[config.mk]
export PLATFORM = sky130hd
export DESIGN_NAME = mem_port_sequencer
export DESIGN_NICKNAME = d
export VERILOG_FILES = /design/src/rtl/mem_seq_pkg.sv /design/src/rtl/access_latency_counter.sv /design/src/rtl/mem_port_sequencer.sv
export SDC_FILE = /design/constraint.sdc
export NUM_CORES = 1
export LEC_CHECK = 0
export BUFFER_PORTS_ARGS = -buffer_cell sky130_fd_sc_hd__buf_4
export CAP_MARGIN = 5
export CORE_AREA = 2 2 39 41
export DETAILED_ROUTE_END_ITERATION = 16
export DIE_AREA = 0 0 41 43
export GPL_ROUTABILITY_DRIVEN = 0
export PLACE_DENSITY_LB_ADDON = 0.1
export SLEW_MARGIN = 0
export SYNTH_ARGS = -nofsm -noshare
export SYNTH_HDL_FRONTEND = slang
export SYNTH_HIERARCHICAL = 1
export SYNTH_SLANG_ARGS = --single-unit
export TNS_END_PERCENT = 100
[constraint.sdc]
create_clock -name Clk -period 1.69 [get_ports Clk]
set_clock_uncertainty 0.15 [all_clocks]
set_input_delay 0.2535 -clock Clk [delete_from_list [all_inputs] [get_ports Clk]]
set_output_delay 0.2535 -clock Clk [all_outputs]
set_load 0.02 [all_outputs]
[src/rtl/mem_seq_pkg.sv]
// Shared types and default latencies for the memory port sequencer.
package mem_seq_pkg;

    typedef enum logic {
        OWNER_FETCH = 1'b0,
        OWNER_DATA  = 1'b1
    } owner_t;

    typedef enum logic {
        IDLE   = 1'b0,
        ACCESS = 1'b1
    } seq_state_t;

    localparam int DEF_READ_LAT  = 2;
    localparam int DEF_WRITE_LAT = 1;

    // One extra bit so the latency value itself fits in the counter width
    function automatic int cnt_width(input int rd_lat, input int wr_lat);
        int m;
        m = (rd_lat > wr_lat) ? rd_lat : wr_lat;
        return $clog2(m) + 1;
    endfunction

endpackage

[src/rtl/access_latency_counter.sv]
// Up-counter for memory access cycles; flags the final cycle of an access.
module access_latency_counter
    import mem_seq_pkg::*;
#(
    parameter int CNT_W = 2
) (
    input  logic             Clk,
    input  logic             Reset,
    input  logic             clear,
    input  logic             enable,
    input  logic [CNT_W-1:0] lat,
    output logic             last
);

    logic [CNT_W-1:0] cnt;

    always_ff @(posedge Clk) begin
        if (!Reset) begin
            cnt <= '0;
        end else if (clear) begin
            cnt <= '0;
        end else if (enable) begin
            cnt <= cnt + CNT_W'(1);
        end
    end

    assign last = enable && (cnt == (lat - CNT_W'(1)));

endmodule

[src/rtl/mem_port_sequencer.sv]
// Arbitrates fetch and data requesters onto the shared memory port and
// times each access, pulsing the matching done and load strobes.
//
// state  | meaning
// IDLE   | port free; requests sampled, round-robin grant on conflict
// ACCESS | port driven for LAT cycles for the latched owner
module mem_port_sequencer
    import mem_seq_pkg::*;
#(
    parameter int READ_LAT  = DEF_READ_LAT,
    parameter int WRITE_LAT = DEF_WRITE_LAT
) (
    input  logic       Clk,
    input  logic       Reset,
    input  logic       if_req,
    output logic       if_done,
    input  logic       d_req,
    input  logic       d_we,
    output logic       d_done,
    output logic       mem_en,
    output logic       wr,
    output logic       IorD,
    output logic       IR_load,
    output logic       MDR_load,
    output logic       busy,
    output logic [1:0] StateOut
);

    localparam int CNT_W = cnt_width(READ_LAT, WRITE_LAT);
    localparam logic [CNT_W-1:0] READ_LAT_C  = CNT_W'(READ_LAT);
    localparam logic [CNT_W-1:0] WRITE_LAT_C = CNT_W'(WRITE_LAT);

    seq_state_t state_q, state_d;
    owner_t     owner_q, owner_d;
    owner_t     last_owner_q, last_owner_d;
    logic       we_q, we_d;
    logic       cnt_clear, cnt_en, cnt_last;
    logic [CNT_W-1:0] lat;

    assign lat = we_q ? WRITE_LAT_C : READ_LAT_C;

    access_latency_counter #(.CNT_W(CNT_W)) u_lat_cnt (
        .Clk    (Clk),
        .Reset  (Reset),
        .clear  (cnt_clear),
        .enable (cnt_en),
        .lat    (lat),
        .last   (cnt_last)
    );

    always_ff @(posedge Clk) begin
        if (!Reset) begin
            state_q      <= IDLE;
            owner_q      <= OWNER_FETCH;
            we_q         <= 1'b0;
            last_owner_q <= OWNER_DATA;
        end else begin
            state_q      <= state_d;
            owner_q      <= owner_d;
            we_q         <= we_d;
            last_owner_q <= last_owner_d;
        end
    end

    always_comb begin
        state_d      = state_q;
        owner_d      = owner_q;
        we_d         = we_q;
        last_owner_d = last_owner_q;
        cnt_clear    = 1'b0;
        cnt_en       = 1'b0;
        mem_en       = 1'b0;
        wr           = 1'b0;
        IorD         = 1'b0;
        IR_load      = 1'b0;
        MDR_load     = 1'b0;
        if_done      = 1'b0;
        d_done       = 1'b0;
        busy         = 1'b0;

        case (state_q)
            IDLE: begin
                cnt_clear = 1'b1;
                if (if_req || d_req) begin
                    if (if_req && d_req) begin
                        owner_d = (last_owner_q == OWNER_FETCH) ? OWNER_DATA : OWNER_FETCH;
                    end else begin
                        owner_d = if_req ? OWNER_FETCH : OWNER_DATA;
                    end
                    we_d         = (owner_d == OWNER_DATA) && d_we;
                    last_owner_d = owner_d;
                    state_d      = ACCESS;
                end
            end
            ACCESS: begin
                cnt_en = 1'b1;
                mem_en = 1'b1;
                busy   = 1'b1;
                IorD   = (owner_q == OWNER_DATA);
                wr     = we_q;
                if (cnt_last) begin
                    state_d = IDLE;
                    if (owner_q == OWNER_FETCH) begin
                        if_done = 1'b1;
                        IR_load = 1'b1;
                    end else begin
                        d_done   = 1'b1;
                        MDR_load = !we_q;
                    end
                end
            end
            default: state_d = IDLE;
        endcase
    end

    assign StateOut = {1'b0, state_q};

endmodule

## Word level (Yosys, flattened, before mapping)

Cells that the tools add are included.

| storage, ports and cells | value |
|---|---|
| bits in registers | 6 |
| input port bits | 5 |
| output and inout port bits | 10 |
| word-level logic and storage cells | 37 |

| operators by class | value |
|---|---|
| $add $sub $neg | 2 |
| equal/unequal tests | 1 |
| muxes and demuxes | 21 |
| bitwise operators | 1 |
| reduce and logical (&&, ||, !) cells | 7 |

Operator list:

| kind | count |
|---|---|
| 1-bit two-way mux | 19 |
| 2-bit AND reduction | 2 |
| 1-bit logical AND | 3 |
| 2-bit by 1-bit adder with 2-bit output (second input constant) | 1 |
| 2-bit equality test | 1 |
| 2-bit two-way mux | 1 |
| 1-bit one-hot mux with 2 select lines | 1 |
| 2-bit by 1-bit subtractor with 2-bit output (second input constant) | 1 |
| 1-bit logical NOT | 1 |
| 1-bit logical OR | 1 |
| 1-bit NOT | 1 |

## Depth between registers and ports, before layout

Gate-level depths: netlist of run 1.

| logic depth | value |
|---|---|
| depth in word-level cells | 6 |
| gate-level depth with buffers | 6 |
| gate-level depth less buffers | 6 |

## Modules after synthesis

Netlist of run 1, hierarchy kept.

Modules (own cells, without submodules):

| module | instances | cells each | area each (um2) | seq. area each (um2) |
|---|---|---|---|---|
| mem_port_sequencer | 1 | 31 | 229.0 | 80.1 |
| access_latency_counter | 1 | 12 | 118.9 | 40.0 |

## Worst setup path after synthesis of run 1

Ideal clock, no wire load.

| timing | value |
|---|---|
| kind | reg2out |
| from | register state_q |
| to | output if_done |
| arrival | 1.542 ns |
| required time | 1.286 ns |
| path slack | -0.255 ns |
| cell stages (with the launch flop) | 6 |
| buffers on the path | 1 |
| cell sequence | dfxtp_1 > nand3b_1 > mux2i_1 > nand2_1 > nor2_1 > buf_4 |

| on the way | value |
|---|---|
| cells in the longest elaborated chain, start to end | 4 |

Ends and longest elaborated chain:

| what | RTL line | text |
|---|---|---|
| from (decl) | mem_port_sequencer.sv:33 | `seq_state_t state_q, state_d;` |
| from (signal assigned) | mem_port_sequencer.sv:58 | `state_q <= state_d;` |
| 1-bit two-way mux | mem_port_sequencer.sv:81 | `case (state_q)` |
| 1-bit logical AND | access_latency_counter.sv:27 | `assign last = enable && (cnt == (lat - CNT_W'(1)));` |
| named net cnt_last | mem_port_sequencer.sv:37 | `logic cnt_clear, cnt_en, cnt_last;` |
| 1-bit two-way mux (2 in series) | -- |  |
| to (decl) | mem_port_sequencer.sv:16 | `output logic if_done,` |

The timed path passes the listed nets, and every way through them passes these cells.

## Final worst setup path of run 1

| timing | value |
|---|---|
| from | register we_q |
| to | output MDR_load |

| on the way | value |
|---|---|
| cells in the longest elaborated chain, start to end | 6 |

Ends and longest elaborated chain:

| what | RTL line | text |
|---|---|---|
| from (decl) | mem_port_sequencer.sv:36 | `logic we_q, we_d;` |
| from (signal assigned) | mem_port_sequencer.sv:60 | `we_q <= we_d;` |
| 2-bit two-way mux | mem_port_sequencer.sv:40 | `assign lat = we_q ? WRITE_LAT_C : READ_LAT_C;` |
| 2-bit by 1-bit subtractor with 2-bit output | access_latency_counter.sv:27 |  |
| 2-bit equality test | access_latency_counter.sv:27 |  |
| 1-bit logical AND | access_latency_counter.sv:27 |  |
| named net cnt_last | mem_port_sequencer.sv:37 |  |
| 1-bit two-way mux | mem_port_sequencer.sv:101 | `if (cnt_last) begin` |
| 1-bit two-way mux | mem_port_sequencer.sv:81 |  |
| to (decl) | mem_port_sequencer.sv:24 | `output logic MDR_load,` |

The timed path passes the listed nets, and every way through them passes these cells.

==> results of run 1 <==
## sequential cells by signal (all words and copies together) (netlist names)
name	count
u_lat_cnt/cnt	2
last_owner_q	1
owner_q	1
state_q	1
we_q	1
## cells in the final DEF, fill, tap and decap left out, types with 2 or more instances in the layout
cell type,Yosys,final
buf_4,4,15
clkbuf_4,0,3
buf_6,0,4
a21oi_1,2,2
nand2_1,6,6
dfxtp_1,6,3
dfxtp_2,0,3
nand2b_1,2,2
nand3b_1,3,3
nor2_1,4,3
## area by class of cell
| class | instances | share of cell area [%] |
|---|---|---|
| inverter | 2 | 1.382 |
| tap | 16 | 3.687 |
| sequential | 6 | 22.81 |
| timing repair buffer | 19 | 29.03 |
| clock buffer | 3 | 4.147 |
| multi-input combinational | 31 | 38.94 |
## metal layers
metal / global-route usage [%] / wire length [um] / vias up / part of all wire [%]
li1: - / - / 174 / -
met1: 10.78 / 319 / 143 / 44
met2: 13.13 / 335 / 13 / 46
met3: 1.571 / 62 / 2 / 8.5
met4: 12.00 / 11 / 0 / 1.5
met5: 0 / 0 / - / 0
## through the flow
| step | setup slack [ns] | area [um^2] | util [%] |
|---|---|---|---|
| finish | -0.1625 | 543.0 | 39.24 |
| global placement | 0.01076 | 460.4 | 33.27 |
| CTS | -0.1954 | 534.3 | 38.61 |
| floorplan | 0.03285 | 357.8 | - |
| detailed placement | 0.01616 | 460.4 | 33.27 |
| global route | -0.2568 | 543.0 | 39.24 |
## path summary, 6_finish.rpt
check | end | slack [ns] | cells past startpoint
setup / recovery | MDR_load | -0.16 | 6
hold / removal | last_owner_q$_SDFFE_PN1P_ | 0.06 | 2
setup reg to reg | state_q$_SDFF_PN0_ | 0.29 | 7
hold reg to reg | last_owner_q$_SDFFE_PN1P_ | 0.35 | 2
## cells by family after synthesis
group                     Yosys count  synth area share [%]
buffers and inverters               6                 10.79
other                               1                 1.078
and+or+nand+nor                    20                 30.57
AOI/OAI and AO/OA                   7                 15.11
DFF                                 6                 34.53
muxes                               1                 2.878
xor gates and xnor gates            2                 5.037
## power breakdown
group / internal (mW) / leakage [nW] / switching (mW)
registers: 0.151 / 0.0504 / 0.00889
clock network: 0.0805 / 0.0138 / 0.0546
logic: 0.0365 / 0.177 / 0.0376
total: 0.268 / 0.242 / 0.101
## Yosys cell counts
master and number:
dfxtp_1 6, nand2_1 6, buf_4 4, nor2_1 4, nand3b_1 3, a21oi_1 2, inv_1 2, nand2b_1 2
xnor2_1 2, a21bo_2 1, a21boi_2 1, a21oi_2 1, and2_1 1, and2_2 1, and3_2 1, conb_1 1
mux2i_1 1, nand3_1 1, nor3b_1 1, o211ai_1 1, o21ai_1 1
## worst register-to-register path: stages (launching register included)
cell      delay, ns
dfxtp_2        0.31
buf_4          0.13
nand3b_1       0.14
mux2i_1        0.18
nand2_1        0.13
buf_4          0.15
nand2_1        0.05
a21oi_1        0.03
## repair_timing
item | in CTS | in global routing
endpoints found under the setup margin | 4 | 4
pin swaps | 4 | 3
setup buffers | 3 | 1
gates resized for setup | 9 | 1
==> run metrics, run 1 <==
status complete, but fails checks; violations in the final reports setup timing; leakage power summed over all cells between 0.2 and 0.25 nW; cell accounting for the most synthesized area dfxtp_1; Top-Level Pins 15; register cell area after layout between 100 and 150 um^2; total via count in the routed design between 300 and 400; top-area cell type share of the netlist area ~35%; Synth Warn # 6; worst-path fanout max 3; total global-route track usage approximately a tenth; Die Y-Extent 43 um; hold slack between 0.06 and 0.07 ns; layout overhead on the synthesized area 56.11%; number of instances in the placed design 70; number of buffer and inverter instances along the worst setup path 2; number of antenna violations at the first check in global routing 0; Final HPWL DP around 560 um; via count of the first global-routing pass roughly 260; area of the multi-input gates 211.5 um^2; setup repair after global routing missed its margin true; kind of start point of the critical path register; First DRT Iteration DRCs 7; CTS clock-pin slew for the worst setup and hold paths approximately 0.050 ns; number of buffers inserted for hold repair after clock tree synthesis 0; Die Span X 41 um; routed wire length 728 um; net count after synthesis between 40 and 50; crit-path leading delay family simple AND/OR/NAND/NOR gates; largest net degree at the start of global routing 11; worst stage delay on the critical path 0.31 ns; total power around 0.37 mW; count of cell types in the netlist 21; sequential element share of the synthesized area 34.53%; number of buffer cells added on primary ports 13; total DRC errors in the routed layout 0; Worst-Skew Late Latency 0.25 ns; Min-Delay Startpoint Reset; summed instance area of the synthesized netlist 347.8 um^2; share of final-layout standard cells stronger than drive strength 1 between 50% and 60%; first-pass GRT wire length roughly 1000 um; Filler Cells Inserted between 150 and 200; floorplan die area roughly 1800 um^2; cell types occupying the most area after synthesis dfxtp_1 35%, buf_4 8.6%, nand2_1 6.5%; n_diodes 0; number of nets in the layout 68; final critical-path setup slack -0.1625 ns; final non-filler cell total 77; reported max-cap violation count 0; post-detailed-route wirelength per cell ~9.5 um; cell chosen for the clock root clkbuf_4; worst vdd rail ir drop between 0.2 and 0.3 mV; period utilization 109.6%; final number of setup-violating endpoints 4; Starting Density between 20% and 30%; clk sinks 6; required time of the critical path around 1.3 ns; total core area 1384 um^2; number of iterations in the first detailed-routing pass 4; Rows 14; Max stage delay cell, worst path dfxtp_2; classification of the worst-slack hold path input pin to register; CTS tree done; Setup TNS -0.4933 ns; kind of capture point of the worst setup path output port; power density normalized to cell area 678.9 nW/um^2; post-synthesis sequential element count 6; number of hold violations in the final report 0; synthesized instance count 43; Slew Limit Fails 0; total congestion overflow after global routing 0; start point of the critical path we_q$_SDFFE_PN0P_; CTS H-tree depth 1; kind of critical path register to output port; ordered list of cells on the worst path buf_4, nand3b_1, mux2i_1, and3_4, and2_4, buf_6; critical path arrival 1.45 ns; shortest period the worst path allows approximately 1.9 ns; Clock Path Buffers 2; number of nets still failing antenna checks after routing 0; routed via count divided by cell count between 4 and 5; TritonCTS Buffers 3; average cell area after synthesis about 8 um^2; startpoint of the worst-slack reg-to-reg timing path we_q$_SDFFE_PN0P_; Highest Clock Rate ~540 MHz
Power figures use the tool's default switching activity.
==> run 2: changes to the inputs <==
--- a/config.mk
+++ b/config.mk
@@ -7,9 +7,9 @@
 export LEC_CHECK = 0
 export BUFFER_PORTS_ARGS = -buffer_cell sky130_fd_sc_hd__buf_4
 export CAP_MARGIN = 5
-export CORE_AREA = 2 2 39 41
+export CORE_AREA = 5 5 42 44
 export DETAILED_ROUTE_END_ITERATION = 16
-export DIE_AREA = 0 0 41 43
+export DIE_AREA = 0 0 47 49
 export GPL_ROUTABILITY_DRIVEN = 0
 export PLACE_DENSITY_LB_ADDON = 0.1
 export SLEW_MARGIN = 0
==> run 2 against run 1 <==
Net effect: the run still ends with setup timing left; die area grew 31%; non-clock buffer count up 2; via count rose by 3.0%; critical path depth is the same; routed wire length rose by 7.8%; combinational power rose by 3.2%; sequential cell count is the same; largest power group unchanged; highest routed layer unchanged.
==> run metrics, run 2 (synthesis gave the netlist of run 1 again) <==
register with the most flip-flops u_lat_cnt/cnt; shortest period the worst path allows 1.839 ns (-0.01297 ns); first-pass GRT wire length 1317 um (+26%); CTS H-tree depth 1 (unchanged); kind of start point of the critical path register; number of iterations in the first detailed-routing pass 2 (-2); number of hold violations in the final report 0 (unchanged); final number of setup-violating endpoints 4 (unchanged); worst flop-to-flop path endpoint state_q$_SDFF_PN0_; most common cell after layout, fill and taps aside buf_4; ordered list of cells on the worst path inv_2, xnor2_2, mux2i_1, and3_4, and2_4, buf_6; Die Y-Extent 49 um (+14%); largest net degree at the start of global routing 10 (-1); required time of the critical path 1.29 ns (about the same); classification of the worst-slack hold path input pin to register; area of the multi-input gates 211.5 um^2 (unchanged); number of antenna violations at the first check in global routing 0 (unchanged); total via count in the routed design 342 (+3.0%); number of nets still failing antenna checks after routing 0 (unchanged); status complete, but fails checks; Max stage delay cell, worst path dfxtp_2; floorplan die area 2303 um^2 (+31%); power density normalized to cell area 652.8 nW/um^2 (-3.8%); instance count along the most critical hold path 2 (unchanged); number of buffer and inverter instances along the worst setup path 2 (unchanged); worst vdd rail ir drop 0.2795 mV (+5.0%); CTS tree done; max reg flops 2 (unchanged); Highest Clock Rate 543.6 MHz (+0.71%); Slew Limit Fails 0 (unchanged); crit-path leading delay family simple AND/OR/NAND/NOR gates; CTS clock-pin slew for the worst setup and hold paths 0.05 ns (about the same); setup repair after global routing missed its margin true; reported max-cap violation count 0 (unchanged); register-to-register setup slack 0.17 ns (-0.12 ns); via count of the first global-routing pass 341 (+32%); Clock Path Buffers 2 (unchanged); number of buffers inserted for hold repair after clock tree synthesis 0 (unchanged); leakage power summed over all cells 0.2519 nW (+4.3%); Rows 14 (unchanged); capture endpoint of the worst hold path last_owner_q$_SDFFE_PN1P_; post-detailed-route wirelength per cell 9.937 um (+5.1%); number of nets in the layout 70 (+2.9%); clk sinks 6 (unchanged); total global-route track usage 7.893% (-1.8 points); routed wire length 785 um (+7.8%); kind of critical path register to output port; Die Span X 47 um (+15%); worst stage delay on the critical path 0.33 ns (+0.02 ns); layout overhead on the synthesized area 61.51%; First DRT Iteration DRCs 6 (-1); worst-path fanout max 2 (-1); Starting Density 24.82% (-0.31 points); register cell area after layout 123.9 um^2 (unchanged); depth of the worst register-to-register path 8 (+1); period utilization 108.8% (-0.77 points); Filler Cells Inserted 162 (+4.5%); violations in the final reports setup timing; final critical-path setup slack -0.1495 ns (+0.01297 ns); final core area utilization 40.09% (+0.85 points); total congestion overflow after global routing 0 (unchanged); commonest cells after routing, fill and taps aside 16 x buf_4, 6 x nand2_1, 5 x buf_6; hold slack 0.06995 ns (+0.005821 ns); Final HPWL DP 592.5 um (+6.7%); Worst-Skew Late Latency 0.24 ns (about the same); number of buffer cells added on primary ports 13 (unchanged); Top-Level Pins 15 (unchanged); routed via count divided by cell count 4.329 (+0.40%); TritonCTS Buffers 3 (unchanged); Min-Delay Startpoint Reset; kind of capture point of the worst setup path output port; critical path arrival 1.44 ns (about the same); startpoint of the worst-slack reg-to-reg timing path we_q$_SDFFE_PN0P_; total DRC errors in the routed layout 0 (unchanged); share of final-layout standard cells stronger than drive strength 1 57.14% (+1.4 points); total core area 1401 um^2 (+1.3%); cell chosen for the clock root clkbuf_4; n_diodes 0 (unchanged)
## run 2: metrics by stage
stage | instance area [um^2] | total power [mW] | std cells | setup WS [ns] | TNS, ns
after floorplan | 357.8 | 0.2067 | 43 | 0.03285 | 0
after global placement | 460.4 | 0.2324 | 70 | 0.02731 | 0
after detailed placement | 460.4 | 0.2314 | 70 | 0.01662 | 0
after CTS | 541.8 | 0.3705 | 77 | -0.1915 | -0.6143
after global routing | 561.8 | 0.3876 | 79 | -0.2362 | -0.8802
final | 561.8 | 0.3668 | 79 | -0.1495 | -0.4627
## run 2: metal layers
metal	track usage, %	part of all wire (%)	vias up
li1	-	-	178
met1	10.13	44	149
met2	10.86	48	11
met3	2.214	5.9	4
met4	5.530	1.8	0
met5	0	0	-
## run 2: final cells by class
type	instances	share of cell area, %
clock buffer	3	4.009
tap	16	3.563
timing repair buffer	21	31.40
inverter	2	1.336
sequential	6	22.05
multi-input combinational	31	37.64
## run 2: what timing repair did
item                       in CTS  in global routing
gates cloned                    0                  0
setup endpoints to repair       4                  4
buffers inserted                4                  2
gates resized for setup         9                  2
pin swaps                       4                  2
## run 2: power by group
| part | switching, mW | total, mW | leakage, nW | internal, mW |
|---|---|---|---|---|
| combinational | 0.0380 | 0.0765 | 0.188 | 0.0386 |
| clock | 0.0497 | 0.130 | 0.0138 | 0.0802 |
| sequential | 0.00961 | 0.160 | 0.0504 | 0.151 |
## run 2: worst max path at each step
stage                     slack (ns)        to         startpoint  depth (start not counted)
after floorplan                 0.03  MDR_load  we_q$_SDFFE_PN0P_                          5
after global placement          0.03  MDR_load  we_q$_SDFFE_PN0P_                          6
after detailed placement        0.02  MDR_load  we_q$_SDFFE_PN0P_                          6
after CTS                      -0.19  MDR_load  we_q$_SDFFE_PN0P_                          6
after global routing           -0.24  MDR_load  we_q$_SDFFE_PN0P_                          6
final                          -0.15  MDR_load  we_q$_SDFFE_PN0P_                          6
==> run 3: changes to the inputs <==
--- a/config.mk
+++ b/config.mk
@@ -12,6 +12,7 @@
 export DIE_AREA = 0 0 47 49
 export GPL_ROUTABILITY_DRIVEN = 0
 export PLACE_DENSITY_LB_ADDON = 0.1
+export SKIP_CTS_REPAIR_TIMING = 1
 export SLEW_MARGIN = 0
 export SYNTH_ARGS = -nofsm -noshare
 export SYNTH_HDL_FRONTEND = slang
==> run 3 against run 2 <==
Net effect: the flow still finishes with violations (setup timing); routed wire length is 5.9% lower; global-route usage is 0.43 points lower; final area is 6.9% lower; clock power hardly changed; non-clock buffer count is 4 lower; count of clock-buffer cells in the layout stayed put; total power is 1.4% lower; cell count is 5.1% lower; largest cell class unchanged.
==> run metrics, run 3 (synthesis gave the netlist of run 1 again) <==
cell chosen for the clock root clkbuf_4; worst-path fanout max 3 (+1); largest net degree at the start of global routing 10 (unchanged); number of nets in the layout 66 (-5.7%); reported max-cap violation count 0 (unchanged); max reg flops 2 (unchanged); total global-route track usage 7.465% (-0.43 points); Top-Level Pins 15 (unchanged); worst flop-to-flop path endpoint state_q$_SDFF_PN0_; total DRC errors in the routed layout 0 (unchanged); number of iterations in the first detailed-routing pass 3 (+1); CTS tree done; shortest period the worst path allows 1.872 ns (+0.03215 ns); Final Cell Area 523.0 um^2 (-6.9%); number of hold violations in the final report 0 (unchanged); critical path arrival 1.47 ns (+0.03 ns); Clock Path Buffers 2 (unchanged); cell area reported after detailed placement 460.4 um^2 (unchanged); hold slack 0.06943 ns (-0.0005206 ns); First DRT Iteration DRCs 3 (-3); Die Span X 47 um (unchanged); Setup TNS -0.5577 ns (-0.09493 ns); number of nets still failing antenna checks after routing 0 (unchanged); Highest Clock Rate 534.3 MHz (-1.7%); Slew Limit Fails 0 (unchanged); total core area 1401 um^2 (unchanged); Die Y-Extent 49 um (unchanged); classification of the worst-slack hold path input pin to register; depth of the worst register-to-register path 7 (-1); most common cell after layout, fill and taps aside buf_4; via count of the first global-routing pass 318 (-6.7%); kind of critical path register to output port; CTS H-tree depth 1 (unchanged); clk sinks 6 (unchanged); Filler Cells Inserted 164 (+1.2%); register with the most flip-flops u_lat_cnt/cnt; TritonCTS Buffers 3 (unchanged); final number of setup-violating endpoints 4 (unchanged); final non-filler cell total 75 (-5.1%); final critical-path setup slack -0.1816 ns (-0.03215 ns); violations in the final reports setup timing; total power 0.3615 mW (-1.4%); post-detailed-route wirelength per cell 9.853 um (-0.84%); total congestion overflow after global routing 0 (unchanged); kind of capture point of the worst setup path output port; kind of start point of the critical path register; start point of the critical path we_q$_SDFFE_PN0P_; Rows 14 (unchanged); capture endpoint of the worst hold path last_owner_q$_SDFFE_PN1P_; CTS clock-pin slew for the worst setup and hold paths 0.05 ns (about the same); number of buffer cells added on primary ports 13 (unchanged); n_diodes 0 (unchanged); Worst-Skew Late Latency 0.24 ns (about the same); setup repair after global routing missed its margin true; routed via count divided by cell count 4.400 (+1.6%); Min-Delay Startpoint Reset; period utilization 110.7% (+1.9 points); power density normalized to cell area 691.1 nW/um^2 (+5.9%); instance count along the most critical hold path 2 (unchanged); final core area utilization 37.32% (-2.8 points); DP Worst Slack 0.01662 ns (unchanged); startpoint of the worst-slack reg-to-reg timing path we_q$_SDFFE_PN0P_; layout overhead on the synthesized area 50.36%; register-to-register setup slack 0.27 ns (+0.10 ns); routed wire length 739 um (-5.9%); status complete, but fails checks; Starting Density 24.82% (unchanged); commonest cells after routing, fill and taps aside 14 x buf_4, 6 x nand2_1, 4 x dfxtp_1; required time of the critical path 1.29 ns (about the same); number of instances in the placed design 70 (unchanged); total via count in the routed design 330 (-3.5%); floorplan die area 2303 um^2 (unchanged); leakage power summed over all cells 0.2307 nW (-8.4%); Final HPWL DP 592.5 um (unchanged); worst vdd rail ir drop 0.2806 mV (+0.37%); share of final-layout standard cells stronger than drive strength 1 52.54% (-4.6 points); first-pass GRT wire length 1235 um (-6.2%); number of antenna violations at the first check in global routing 0 (unchanged)
run 3: cell count changes in the layout (fill, tap and decap cells not counted), sizes merged:
cell	delta
buf	-4
run 3: layout make-up:
class | count | area [um^2] | area share [%]
inverter | 2 | 7.507 | 1.435
clock buffer | 3 | 22.52 | 4.306
tap | 16 | 20.02 | 3.828
timing repair buffer | 17 | 138.9 | 26.55
multi-input combinational | 31 | 211.5 | 40.43
sequential | 6 | 122.6 | 23.45
run 3: worst max-delay path: stages, from the launching register on:
cell,delay (ns)
dfxtp_2,0.32
inv_2,0.05
xnor2_2,0.15
mux2i_1,0.25
and3_4,0.21
and2_4,0.13
buf_6,0.10
run 3: power by group:
group	internal (mW)	switching, mW	leakage (nW)
registers	0.151	0.00921	0.0499
clock network	0.0802	0.0502	0.0138
logic	0.0341	0.0371	0.167
run 3: worst max-delay path by stage:
stage	end	slack [ns]	depth (start not counted)
2_1_floorplan	MDR_load	0.03	5
3_3_place_gp	MDR_load	0.03	6
3_5_place_dp	MDR_load	0.02	6
4_1_cts	MDR_load	-0.25	6
5_1_grt	MDR_load	-0.26	6
6_report	MDR_load	-0.18	6
run 3: metal layers:
layer  vias up  track usage (%)  routed length (um)
met5         -                0                   0
met4         0            5.530                  14
met3         4            2.214                  47
met2        11            9.502                 340
met1       145            10.11                 336
li1        170                -                   -
